$ cat src/rtl/i2c_adc_target.sv
// I2C target emulating a 16-bit ADC register file (conversion, config, lo/hi threshold).
// Latency: about 3 clk from a pad edge to a response (2-FF sync plus an edge register); SDA is updated on the clk after an SCL fall.
// Backpressure: none, the target never stretches SCL; an address mismatch or a controller NACK parks it until the next START/STOP.
//
// Ports: clk/rst_n (sync active-low); scl/sdaIn raw pad inputs; sdaDriveLow open-drain pull-down;
//        convData/convBusy from the conversion source; startConv/configWrite one-cycle pulses;
//        configOut is the live config register.
module i2c_adc_target #(
    parameter logic [6:0]  ADDRESS      = 7'b1001001,
    parameter logic [15:0] CONFIG_RESET = 16'h8583
) (
    input  logic        clk,
    input  logic        rst_n,
    input  logic        scl,
    input  logic        sdaIn,
    output logic        sdaDriveLow,
    input  logic [15:0] convData,
    input  logic        convBusy,
    output logic        startConv,
    output logic [15:0] configOut,
    output logic        configWrite
);

    typedef enum logic [2:0] {
        S_IDLE, S_ADDR, S_IGNORE, S_PTR, S_WMSB, S_WLSB, S_RDATA
    } state_t;

    state_t      state, state_nxt;
    logic        scl_meta, scl_sync, scl_prev;
    logic        sda_meta, sda_sync, sda_prev;
    logic        scl_rise, scl_fall, bus_start, bus_stop;

    // cnt counts SCL rises within a byte: 0..7 data bits, 8 = ACK slot
    logic [3:0]  cnt, cnt_nxt;
    logic        drive_nxt;
    logic        byte_sel, byte_sel_nxt;   // 0 = MSB byte of snapshot, 1 = LSB byte
    logic        shift_en, ptr_load, msb_load, snap_load, commit;

    logic [7:0]  shift;
    logic [7:0]  msb;
    logic [1:0]  pointer;
    logic [15:0] snap, snap_val;
    logic [15:0] lo_thresh, hi_thresh;
    logic        addr_match;
    logic [3:0]  rd_idx;

    assign scl_rise   = scl_sync & ~scl_prev;
    assign scl_fall   = ~scl_sync & scl_prev;
    assign bus_start  = scl_sync & scl_prev & sda_prev & ~sda_sync;
    assign bus_stop   = scl_sync & scl_prev & ~sda_prev & sda_sync;
    assign addr_match = (shift[7:1] == ADDRESS);
    // byte_sel=0 selects bit 15-cnt, byte_sel=1 selects bit 7-cnt
    assign rd_idx     = {~byte_sel, ~cnt[2:0]};

    always_comb begin
        snap_val = convData;
        case (pointer)
            2'd0:    snap_val = convData;
            2'd1:    snap_val = {~convBusy, configOut[14:0]};
            2'd2:    snap_val = lo_thresh;
            default: snap_val = hi_thresh;
        endcase
    end

    // State, bit counter and SDA drive register
    always_ff @(posedge clk) begin
        if (!rst_n) begin
            scl_meta    <= 1'b1;
            scl_sync    <= 1'b1;
            scl_prev    <= 1'b1;
            sda_meta    <= 1'b1;
            sda_sync    <= 1'b1;
            sda_prev    <= 1'b1;
            state       <= S_IDLE;
            cnt         <= 4'd0;
            sdaDriveLow <= 1'b0;
            byte_sel    <= 1'b0;
        end else begin
            scl_meta    <= scl;
            scl_sync    <= scl_meta;
            scl_prev    <= scl_sync;
            sda_meta    <= sdaIn;
            sda_sync    <= sda_meta;
            sda_prev    <= sda_sync;
            state       <= state_nxt;
            cnt         <= cnt_nxt;
            sdaDriveLow <= drive_nxt;
            byte_sel    <= byte_sel_nxt;
        end
    end

    always_comb begin
        state_nxt    = state;
        cnt_nxt      = cnt;
        drive_nxt    = sdaDriveLow;
        byte_sel_nxt = byte_sel;
        shift_en     = 1'b0;
        ptr_load     = 1'b0;
        msb_load     = 1'b0;
        snap_load    = 1'b0;
        commit       = 1'b0;

        if (bus_stop) begin
            state_nxt = S_IDLE;
            cnt_nxt   = 4'd0;
            drive_nxt = 1'b0;
        end else if (bus_start) begin
            state_nxt    = S_ADDR;
            cnt_nxt      = 4'd0;
            drive_nxt    = 1'b0;
            byte_sel_nxt = 1'b0;
        end else begin
            case (state)
                S_ADDR, S_PTR, S_WMSB, S_WLSB: begin
                    if (scl_rise) begin
                        if (cnt != 4'd8) begin
                            shift_en = 1'b1;
                            cnt_nxt  = cnt + 4'd1;
                        end else begin
                            // 9th rise: the byte and its ACK are complete
                            cnt_nxt = 4'd0;
                            case (state)
                                S_ADDR: begin
                                    if (!addr_match) begin
                                        state_nxt = S_IGNORE;
                                    end else if (shift[0]) begin
                                        state_nxt    = S_RDATA;
                                        snap_load    = 1'b1;
                                        byte_sel_nxt = 1'b0;
                                    end else begin
                                        state_nxt = S_PTR;
                                    end
                                end
                                S_PTR: begin
                                    ptr_load  = 1'b1;
                                    state_nxt = S_WMSB;
                                end
                                S_WMSB: begin
                                    msb_load  = 1'b1;
                                    state_nxt = S_WLSB;
                                end
                                default: begin
                                    commit    = 1'b1;
                                    state_nxt = S_WMSB;
                                end
                            endcase
                        end
                    end else if (scl_fall) begin
                        // pull low only for the ACK slot; released on the fall that ends it
                        drive_nxt = (cnt == 4'd8) && ((state != S_ADDR) || addr_match);
                    end
                end
                S_RDATA: begin
                    if (scl_rise) begin
                        if (cnt != 4'd8) begin
                            cnt_nxt = cnt + 4'd1;
                        end else begin
                            cnt_nxt = 4'd0;
                            if (!sda_sync) begin
                                // controller ACK: next byte; after the LSB, refresh and wrap
                                byte_sel_nxt = ~byte_sel;
                                snap_load    = byte_sel;
                            end else begin
                                state_nxt = S_IGNORE;
                            end
                        end
                    end else if (scl_fall) begin
                        drive_nxt = (cnt != 4'd8) && ~snap[rd_idx];
                    end
                end
                default: begin
                    drive_nxt = 1'b0;
                end
            endcase
        end
    end

    // Datapath registers
    always_ff @(posedge clk) begin
        if (!rst_n) begin
            shift       <= 8'd0;
            msb         <= 8'd0;
            pointer     <= 2'd0;
            snap        <= 16'd0;
            lo_thresh   <= 16'h8000;
            hi_thresh   <= 16'h7FFF;
            configOut   <= CONFIG_RESET;
            configWrite <= 1'b0;
            startConv   <= 1'b0;
        end else begin
            configWrite <= 1'b0;
            startConv   <= 1'b0;
            if (shift_en)  shift   <= {shift[6:0], sda_sync};
            if (ptr_load)  pointer <= shift[1:0];
            if (msb_load)  msb     <= shift;
            if (snap_load) snap    <= snap_val;
            if (commit) begin
                case (pointer)
                    2'd1: begin
                        // bit15 is a start-conversion strobe, never stored
                        configOut   <= {1'b0, msb[6:0], shift};
                        configWrite <= 1'b1;
                        startConv   <= msb[7];
                    end
                    2'd2:    lo_thresh <= {msb, shift};
                    2'd3:    hi_thresh <= {msb, shift};
                    default: ;
                endcase
            end
        end
    end

endmodule

$ cat config.mk
export PLATFORM = sky130hd
export DESIGN_NAME = i2c_adc_target
export DESIGN_NICKNAME = d
export VERILOG_FILES = /design/src/rtl/i2c_adc_target.sv
export SDC_FILE = /design/constraint.sdc
export NUM_CORES = 1
export LEC_CHECK = 0
export ABC_CLOCK_PERIOD_IN_PS = 3490
export CAP_MARGIN = 20
export CORE_MARGIN = 10
export CORE_UTILIZATION = 29
export CTS_CLUSTER_DIAMETER = 30
export DETAILED_ROUTE_END_ITERATION = 8
export SLEW_MARGIN = 20
export SYNTH_ARGS = -nofsm -noshare
export SYNTH_HDL_FRONTEND = slang
export SYNTH_SLANG_ARGS = --single-unit
$ cat constraint.sdc
create_clock -name clk -period 3.49 [get_ports clk]
set_clock_uncertainty 0.2 [all_clocks]
set_input_delay 0.8725 -clock clk [delete_from_list [all_inputs] [get_ports clk]]
set_output_delay 0.8725 -clock clk [all_outputs]
set_load 0.005 [all_outputs]
* Word level (Yosys, flattened, before mapping)
Cells that the tools add are included. Widths: inputs -> output; s select.
Operators by class: $add $sub $neg 1, order comparisons 1, equal/unequal tests 30, multiplexer cells 64, bitwise operators 17, reduce and logical (&&, ||, !) cells 21
Operator list (number):
- $mux 1 | 49
- $pmux 16 s3 | 1
- $ne 3x3->1 const B | 9
- $mux 3 | 7
- $ne 2x2->1 const B | 9
- $pmux 3 s2 | 2
- $reduce_and 6->1 | 2
- $reduce_and 10->1 | 1
- $reduce_and 2->1 | 5
- $eq 3x3->1 const B | 3
- $not 1->1 | 9
- $and 1x1->1 | 7
- $eq 7x7->1 const B | 1
- $pmux 1 s2 | 3
- $reduce_or 3->1 | 2
- $lt 4x5->1 const B | 1
- $reduce_or 5->1 | 1
- $add 4x1->4 const B | 1
- $bmux 1 s4 | 1
- $eq 2x2->1 const B | 2
- $eq 4x4->1 const B | 1
- $mux 4 | 1
- $ne 4x4->1 const B | 1
- $reduce_and 4->1 | 1
- other kinds (13) | 14
Storage, ports and cells: flip-flop bits (word level) 99, input bits 21, output and inout bits 19, logic and storage cells 154

* Longest topological paths before layout
Gate-level depths: netlist of run 1.
depth after elaboration 9, mapped depth 10, gate-level depth less buffers 7

* Worst setup path after synthesis of run 1
No wires, ideal clock.
kind register to register, from reg cnt[0], to reg lo_thresh[15], data arrival time 2098 ps, data required time 3153 ps, slack 1055 ps, stages on the path, launching flop included 11, path buffers 3, path through dfxtp_1 > clkbuf_1 > inv_1 > ha_1 > nand3b_4 > or3_4 > or4b_4 > buf_6 > buf_6 > nand2_2 > nand3_1
Between the ends: word-level cells in the longest chain between the ends 7
Ends and longest elaborated chain:
- start, declared | line 34 | logic [3:0] cnt, cnt_nxt;
- start signal, assigned | line 86 | cnt <= cnt_nxt;
- $ne 4x4->1 | line 116 | if (cnt != 4'd8) begin
- $mux 1 | line 116
- $mux 1 | line 115 | if (scl_rise) begin
- $mux 1 | line 113 | case (state)
- $mux 1 | line 107 | end else if (bus_start) begin
- $mux 1 | line 103 | if (bus_stop) begin
- $reduce_and 2->1 (no line)
- end signal, assigned | line 205 | 2'd2: lo_thresh <= {msb, shift};
- end, declared | line 43 | logic [15:0] lo_thresh, hi_thresh;
Every way passes these cells. A chain may end at the register's enable or synchronous reset.

* Worst setup path after layout of run 1
from reg cnt[0], to reg hi_thresh[12]
Between the ends: word-level cells in the longest chain between the ends 7
Ends and longest elaborated chain:
- $ne 4x4->1 | line 116
- $mux 1 | line 116
- $mux 1 | line 115
- $mux 1 | line 113
- $mux 1 | line 107
- $mux 1 | line 103
- $reduce_and 2->1 (no line)
- end signal, assigned | line 206 | 2'd3: hi_thresh <= {msb, shift};
- end, declared | line 43
Every way passes these cells.

==> impl_results.md, run 1 <==
* Status: complete, no violations
* Reg2reg end: hi_thresh[12]
* WHS Endpoint: scl_sync
* Global-route wire length before repair at 17800 µm
* Power Dens Cells at 407 nW/µm²
* Die area at 20800 µm²
* Die width at 144 µm
* Synth unique cells at about 50
* Clk_lat worst skew at ~0.35 ns
* Yosys top cell area share at 0.443
* Post-synthesis cell count at 465
* HPWL after DPL at ~7800 µm
* Gpl congestion at 0.753
* Peak VDD IR at 0.187 mV
* Worst Max-Slew Pin Slew at approximately 0.8 ns
* Clock Power Share at 0.436
* RSZ-0062 raised after global routing: false
* Postcts setup bufs at 0
* Critical Path Start Type: register
* Vias in the first global route at 3227
* Post-Place Cell Area at 5020 µm²
* Worst Reg-to-Reg Cells at 9
* Hold Path Class: register to register
* 1st-pass router iterations at 5
* Layout Nets at 518
* Synth warnings at 0
* Post-synth top area cell: dfxtp_1
* I/O Buffers at 39
* Leakage power at 1.89 nW
* Row count at 45
* Sw power at around 0.49 mW
* Worst path max stage delay at roughly 0.42 ns
* Worst hold start: scl_meta
* Synth area leaders: dfxtp_1 (44%), mux4_2 (9.1%), nand2_1 (9.0%), mux2i_1 (8.3%), nor2b_1 (4.8%)
* Area of the core at 15100 µm²
* Peak Freq at between 400 and 500 MHz
* Int Power at 1.67 mW
* Slowest cell on the critical path: dfxtp_1
* Core Util, Final at 0.350
* CTS clk-pin slew, worst paths at 0.07 ns
* Global route total overflow at 0
* Initial antenna violation count at 0
* Final setup viols at 0
* FF+latch count, synth at 99
* Worst EP arrival at 2.45 ns
* Starting Density at 0.295
* Post-CTS Hold Buffers at 0
* Residual DRC at 0
* Critical Path, Cell by Cell: inv_1 > ha_1 > nand3b_4 > nor3_1 > buf_4 > nand4_1 > buf_4 > nand2_1 > nand3_1
* Die H at roughly 140 µm
* Crit path required time at 3.47 ns
* CTS tree: yes
* Vias post-DR at 3302
* Share of cells above drive strength 1 at 0.110
* Initial drt markers at 230
* Post-DRT Antenna Nets at 0
* Reg power frac at 0.527
* Period utilisation layout at 0.707
* Vias per cell at 4.80
* Setup slack, reg-to-reg at 1.02 ns
* Post-synth EDFFs at 0
* Slew Limit Fails at 0
* Clk sink count at 99
* Tot GR Track Use at 0.111
* Async set or reset register ratio after synthesis at 0
* Root buffer cell: clkbuf_16
* Crit end category: register
* Pwr Total at 2.15 mW
* Clock buffer count from CTS at 9
* Synth Flop Type: dfxtp_1
* Combinational share of power at 0.037
* Max-Cap Viols at 0
* Worst-path fanout max at 9
* Slew headroom at 0.457
* Fin. Hold Viols at 0
* Switching part of the total at 0.225
* Synthesized Nets at between 400 and 500
* Worst r2r src: cnt[0]
* Cells after DPL at 672
* Mean post-synth cell area at 9.62 µm²
* Kind of critical path: register to register
* Clock Path Buffers at 2
* P&R area growth vs syn at 18.4%
* Post-synthesis sequential area ratio at 0.443
* Post-Syn Area at between 4000 and 5000 µm²
* Final setup TNS at 0 ns
* Top cells by instance count after synthesis: nand2_1 (107), dfxtp_1 (99), mux2i_1 (37)
* Avg WL per Cell at between 15 and 20 µm
* Final wirelength at 11000 µm
* # diodes at 0
* Finished layout cell area at 5300 µm²
* Top-count cell post-synth: nand2_1
* IO Pins at 40
* H-tree depth at 3
* Most common cell type on the critical path: buf_4
* Worst hold stages at 1
* Crit path time final at 2.47 ns
* Largest net degree at the start of global routing at 94
* Resized cells post-CTS at 0
* Fin cells at 688
## layer usage
layer,part of all wire,global-route usage
met1,0.45,0.140
met5,0,0
met4,0.024,0.0537
met2,0.48,0.174
met3,0.043,0.0253
## sequential cells by signal, summed over array words and instances, names as in the netlist, 2 cells and up
| register | cells |
|---|---|
| hi_thresh | 16 |
| cnt | 4 |
| snap | 16 |
| lo_thresh | 16 |
| shift | 8 |
| configOut | 16 |
| pointer | 2 |
| msb | 8 |
| state | 3 |
## placed cells by master (no fill, tap or decap), types with 2 or more instances in the layout
master,count
clkbuf_16,9
nor2b_1,34
dfxtp_1,99
and4b_1,2
ha_1,2
mux2i_1,37
o31ai_1,2
or3_1,2
mux2_2,2
nor3b_2,2
nand3_1,27
o211ai_1,3
a21boi_0,15
o21ai_0,7
nand2b_1,8
a21oi_1,6
nand2_1,107
clkinvlp_4,2
xnor2_1,2
and2_1,2
mux4_2,18
nand4_1,3
buf_4,9
a21boi_1,13
nor2_1,9
nor3_1,6
clkdlybuf4s50_1,38
inv_1,7
## final cells by class
cell class	instances	area, µm²
Fill cell	1484	9850
Multi-Input combinational cell	330	2320
Sequential cell	99	1980
Timing Repair Buffer	48	453
Tap cell	188	235
Clock buffer	10	229
Clock inverter	6	48.8
Inverter	7	26.3
## how the worst max path moves through the flow
stage | from | end | slack [ns]
after floorplan | cnt[0] | lo_thresh[15] | 1.05
after global placement | cnt[0] | hi_thresh[12] | 1.07
after detailed placement | cnt[0] | hi_thresh[12] | 1.03
after CTS | cnt[0] | hi_thresh[12] | 1.01
after global routing | cnt[0] | hi_thresh[10] | 0.74
final | cnt[0] | hi_thresh[12] | 1.02
## critical path, delay by kind of cell, from the launching register on
family	cells	cell delay [ns]
buf+inv	3	0.62
simple gates	5	0.86
fa+ha+maj	1	0.20
flops	1	0.42
## per-stage QoR
stage | hold slack [ns] | setup WS, ns
floorplan | 0.186 | 1.05
global placement | 0.192 | 1.07
detailed placement | 0.193 | 1.03
CTS | 0.209 | 1.01
global route | 0.232 | 0.740
finish | 0.206 | 1.02
## power by group through the flow
stage / combinational, mW / clock (mW) / sequential [mW]
floorplan: 0.0434 / 0 / 1.16
global route: 0.0840 / 1.01 / 1.14
detailed placement: 0.0786 / 0 / 1.16
global placement: 0.0784 / 0 / 1.16
finish: 0.0789 / 0.940 / 1.14
CTS: 0.0791 / 0.969 / 1.14
## cell families after synthesis
| family | after synthesis | share of synthesized area |
|---|---|---|
| AO/OA/AOI/OAI | 51 | 0.0808 |
| XOR/XNOR | 2 | 0.00392 |
| adder cells (fa/ha/maj) | 2 | 0.00559 |
| buffers and inverters | 36 | 0.0375 |
| flip-flops | 99 | 0.443 |
| multiplexers | 57 | 0.178 |
| AND/OR/NAND/NOR | 218 | 0.251 |
No activity file was read; power rests on OpenSTA's default activity.
==> run 2: changes to the inputs <==
- ABC_CLOCK_PERIOD_IN_PS: 3490 -> 2550
- clock period: 3.49 -> 2.55 ns (I/O delays scaled with it)
==> run 2 against run 1 <==
  * Setup slack got worse by 0.73 ns
  * Flip-flop and latch count did not move
  * Critical path depth fell by 2
  * Sequential power rose by 36%
  * First-iteration DRC count fell by 0.87%
  * Global-route usage rose by 0.33 points
  * Power rose by 43%
  * Die area did not move
  * Critical path type unchanged
==> impl_results.md, run 2 (same netlist as run 1, synthesis figures left out) <==
* RSZ-0062 raised after global routing: false
* Root buffer cell: clkbuf_16
* Int Power at 2.40 mW (+44%)
* Clk_lat worst skew at 0.35 ns (about the same)
* Clk sink count at 99 (unchanged)
* Area of the core at 15100 µm² (unchanged)
* Initial antenna violation count at 0 (unchanged)
* CTS tree: yes
* Period utilisation layout at 0.886 (+0.178)
* 1st-pass router iterations at 4 (-1)
* Final wirelength at 11300 µm (+2.3%)
* IO Pins at 40 (unchanged)
* Metal3 WL at 424 µm (-10%)
* Slew headroom at 0.512 (+0.0547)
* DP Worst Slack at 0.289 ns (-0.740 ns)
* Top layer in use: met4
* Commonest non-fill, non-tap cell in the layout: nand2_1
* Crit path time final at 2.26 ns (-0.210 ns)
* Switching part of the total at 0.223 (-0.00280)
* Resized cells post-CTS at 0 (unchanged)
* Combinational share of power at 0.036 (about the same)
* Share of cells above drive strength 1 at 0.133 (+0.0226)
* Residual DRC at 0 (unchanged)
* Max-Cap Viols at 0 (unchanged)
* Gpl congestion at 0.788 (+4.7%)
* Critical Path Start Type: register
* Avg WL per Cell at 16.1 µm (+0.38%)
* Global route total overflow at 0 (unchanged)
* Peak VDD IR at 0.380 mV (+100%)
* Vias per cell at 4.88 (+1.7%)
* Power Dens Cells at 564 nW/µm² (+39%)
* WL met1 at 5260 µm (+6.1%)
* Final setup TNS at 0 ns (unchanged)
* H-tree depth at 3 (unchanged)
* Clock Path Buffers at 2 (unchanged)
* HPWL after DPL at 8160 µm (+5.2%)
* Die width at 144 µm (unchanged)
* Worst Max-Slew Pin Slew at 0.731 ns (-0.0831 ns)
* Hold Path Class: register to register
* Worst EP arrival at 2.29 ns (-0.16 ns)
* Largest net degree at the start of global routing at 94 (unchanged)
* CTS clk-pin slew, worst paths at 0.07 ns (about the same)
* Vias post-DR at 3422 (+3.6%)
* Slew Limit Fails at 0 (unchanged)
* Status: complete, no violations
* Leakage power at 1.99 nW (+5.0%)
* Postcts setup bufs at 0 (unchanged)
* Sw power at 0.686 mW (+41%)
* Reg power frac at 0.504 (-0.023)
* Crit path required time at 2.58 ns (-0.89 ns)
* Global-route wire length before repair at 18600 µm (+4.5%)
* P&R area growth vs syn at 22.1%
* Final worst slack at 0.291 ns (-0.730 ns)
* Tot GR Track Use at 0.114 (+0.00330)
* Peak Freq at 443 MHz (+9.3%)
* Die area at 20800 µm² (unchanged)
* Met2 wire len at 5350 µm (+0.60%)
* Kind of critical path: register to register
* I/O Buffers at 39 (unchanged)
* Fin. Hold Viols at 0 (unchanged)
* Layout Nets at 531 (+2.5%)
* Most frequent cells in the layout: nand2_1 (107), dfxtp_1 (99), clkdlybuf4s50_1 (38)
* Clock buffer count from CTS at 9 (unchanged)
* Initial drt markers at 228 (-0.87%)
* Post-CTS Hold Buffers at 0 (unchanged)
* Die H at 144 µm (unchanged)
* Final setup viols at 0 (unchanged)
* Worst-path fanout max at 16 (+7)
* # diodes at 0 (unchanged)
* Crit end category: register
* Post-DRT Antenna Nets at 0 (unchanged)
* Clock Power Share at 0.460 (+0.024)
* Vias in the first global route at 3469 (+7.5%)
* Starting Density at 0.295 (unchanged)
* Row count at 45 (unchanged)
-- run 2: area by class of cell --
cell class	count	area [µm²]
fill	1479	9680
multi-input combinational	330	2320
sequential	99	1980
timing repair buffer	61	588
tap	188	235
clock buffer	10	229
clock inverter	6	78.8
inverter	7	26.3
-- run 2: through the flow --
stage / area, µm² / util / instances / hold slack (ns) / total power [mW]
after CTS: 5460 / 0.361 / 701 / 0.209 / 3.11
after global routing: 5460 / 0.361 / 701 / 0.231 / 3.18
after global placement: 5150 / 0.340 / 685 / 0.189 / 1.70
after detailed placement: 5150 / 0.340 / 685 / 0.193 / 1.70
after floorplan: 4470 / - / 465 / 0.186 / 1.65
final: 5460 / 0.361 / 701 / 0.207 / 3.08
-- run 2: final timing paths --
check,start,endpoint,slack (ns),cells after the start
worst min register to register,scl_meta,scl_sync,0.21,1
worst max-delay path,cnt[1],lo_thresh[4],0.29,7
worst max register to register,cnt[1],lo_thresh[4],0.29,7
worst min-delay path,scl_meta,scl_sync,0.21,1
-- run 2: power by group through the flow --
stage | logic [mW] | registers (mW) | clock network, mW
5_1_grt | 0.119 | 1.55 | 1.51
6_report | 0.111 | 1.55 | 1.42
3_5_place_dp | 0.111 | 1.59 | 0
4_1_cts | 0.112 | 1.55 | 1.44
2_1_floorplan | 0.0593 | 1.59 | 0
3_3_place_gp | 0.110 | 1.59 | 0
-- run 2: routing by layer --
metal	vias to the layer above	GRT usage
li1	1697	-
met4	0	0.0479
met1	1651	0.146
met5	-	0
met2	64	0.184
met3	10	0.0220
-- run 2: worst max-delay path, stage by stage (launching register included) --
cell and delay, ns:
dfxtp_1 0.38, inv_1 0.08, ha_1 0.19, nand3b_4 0.09, or3_4 0.35, or4b_4 0.66
nand2_1 0.12, a21boi_0 0.08
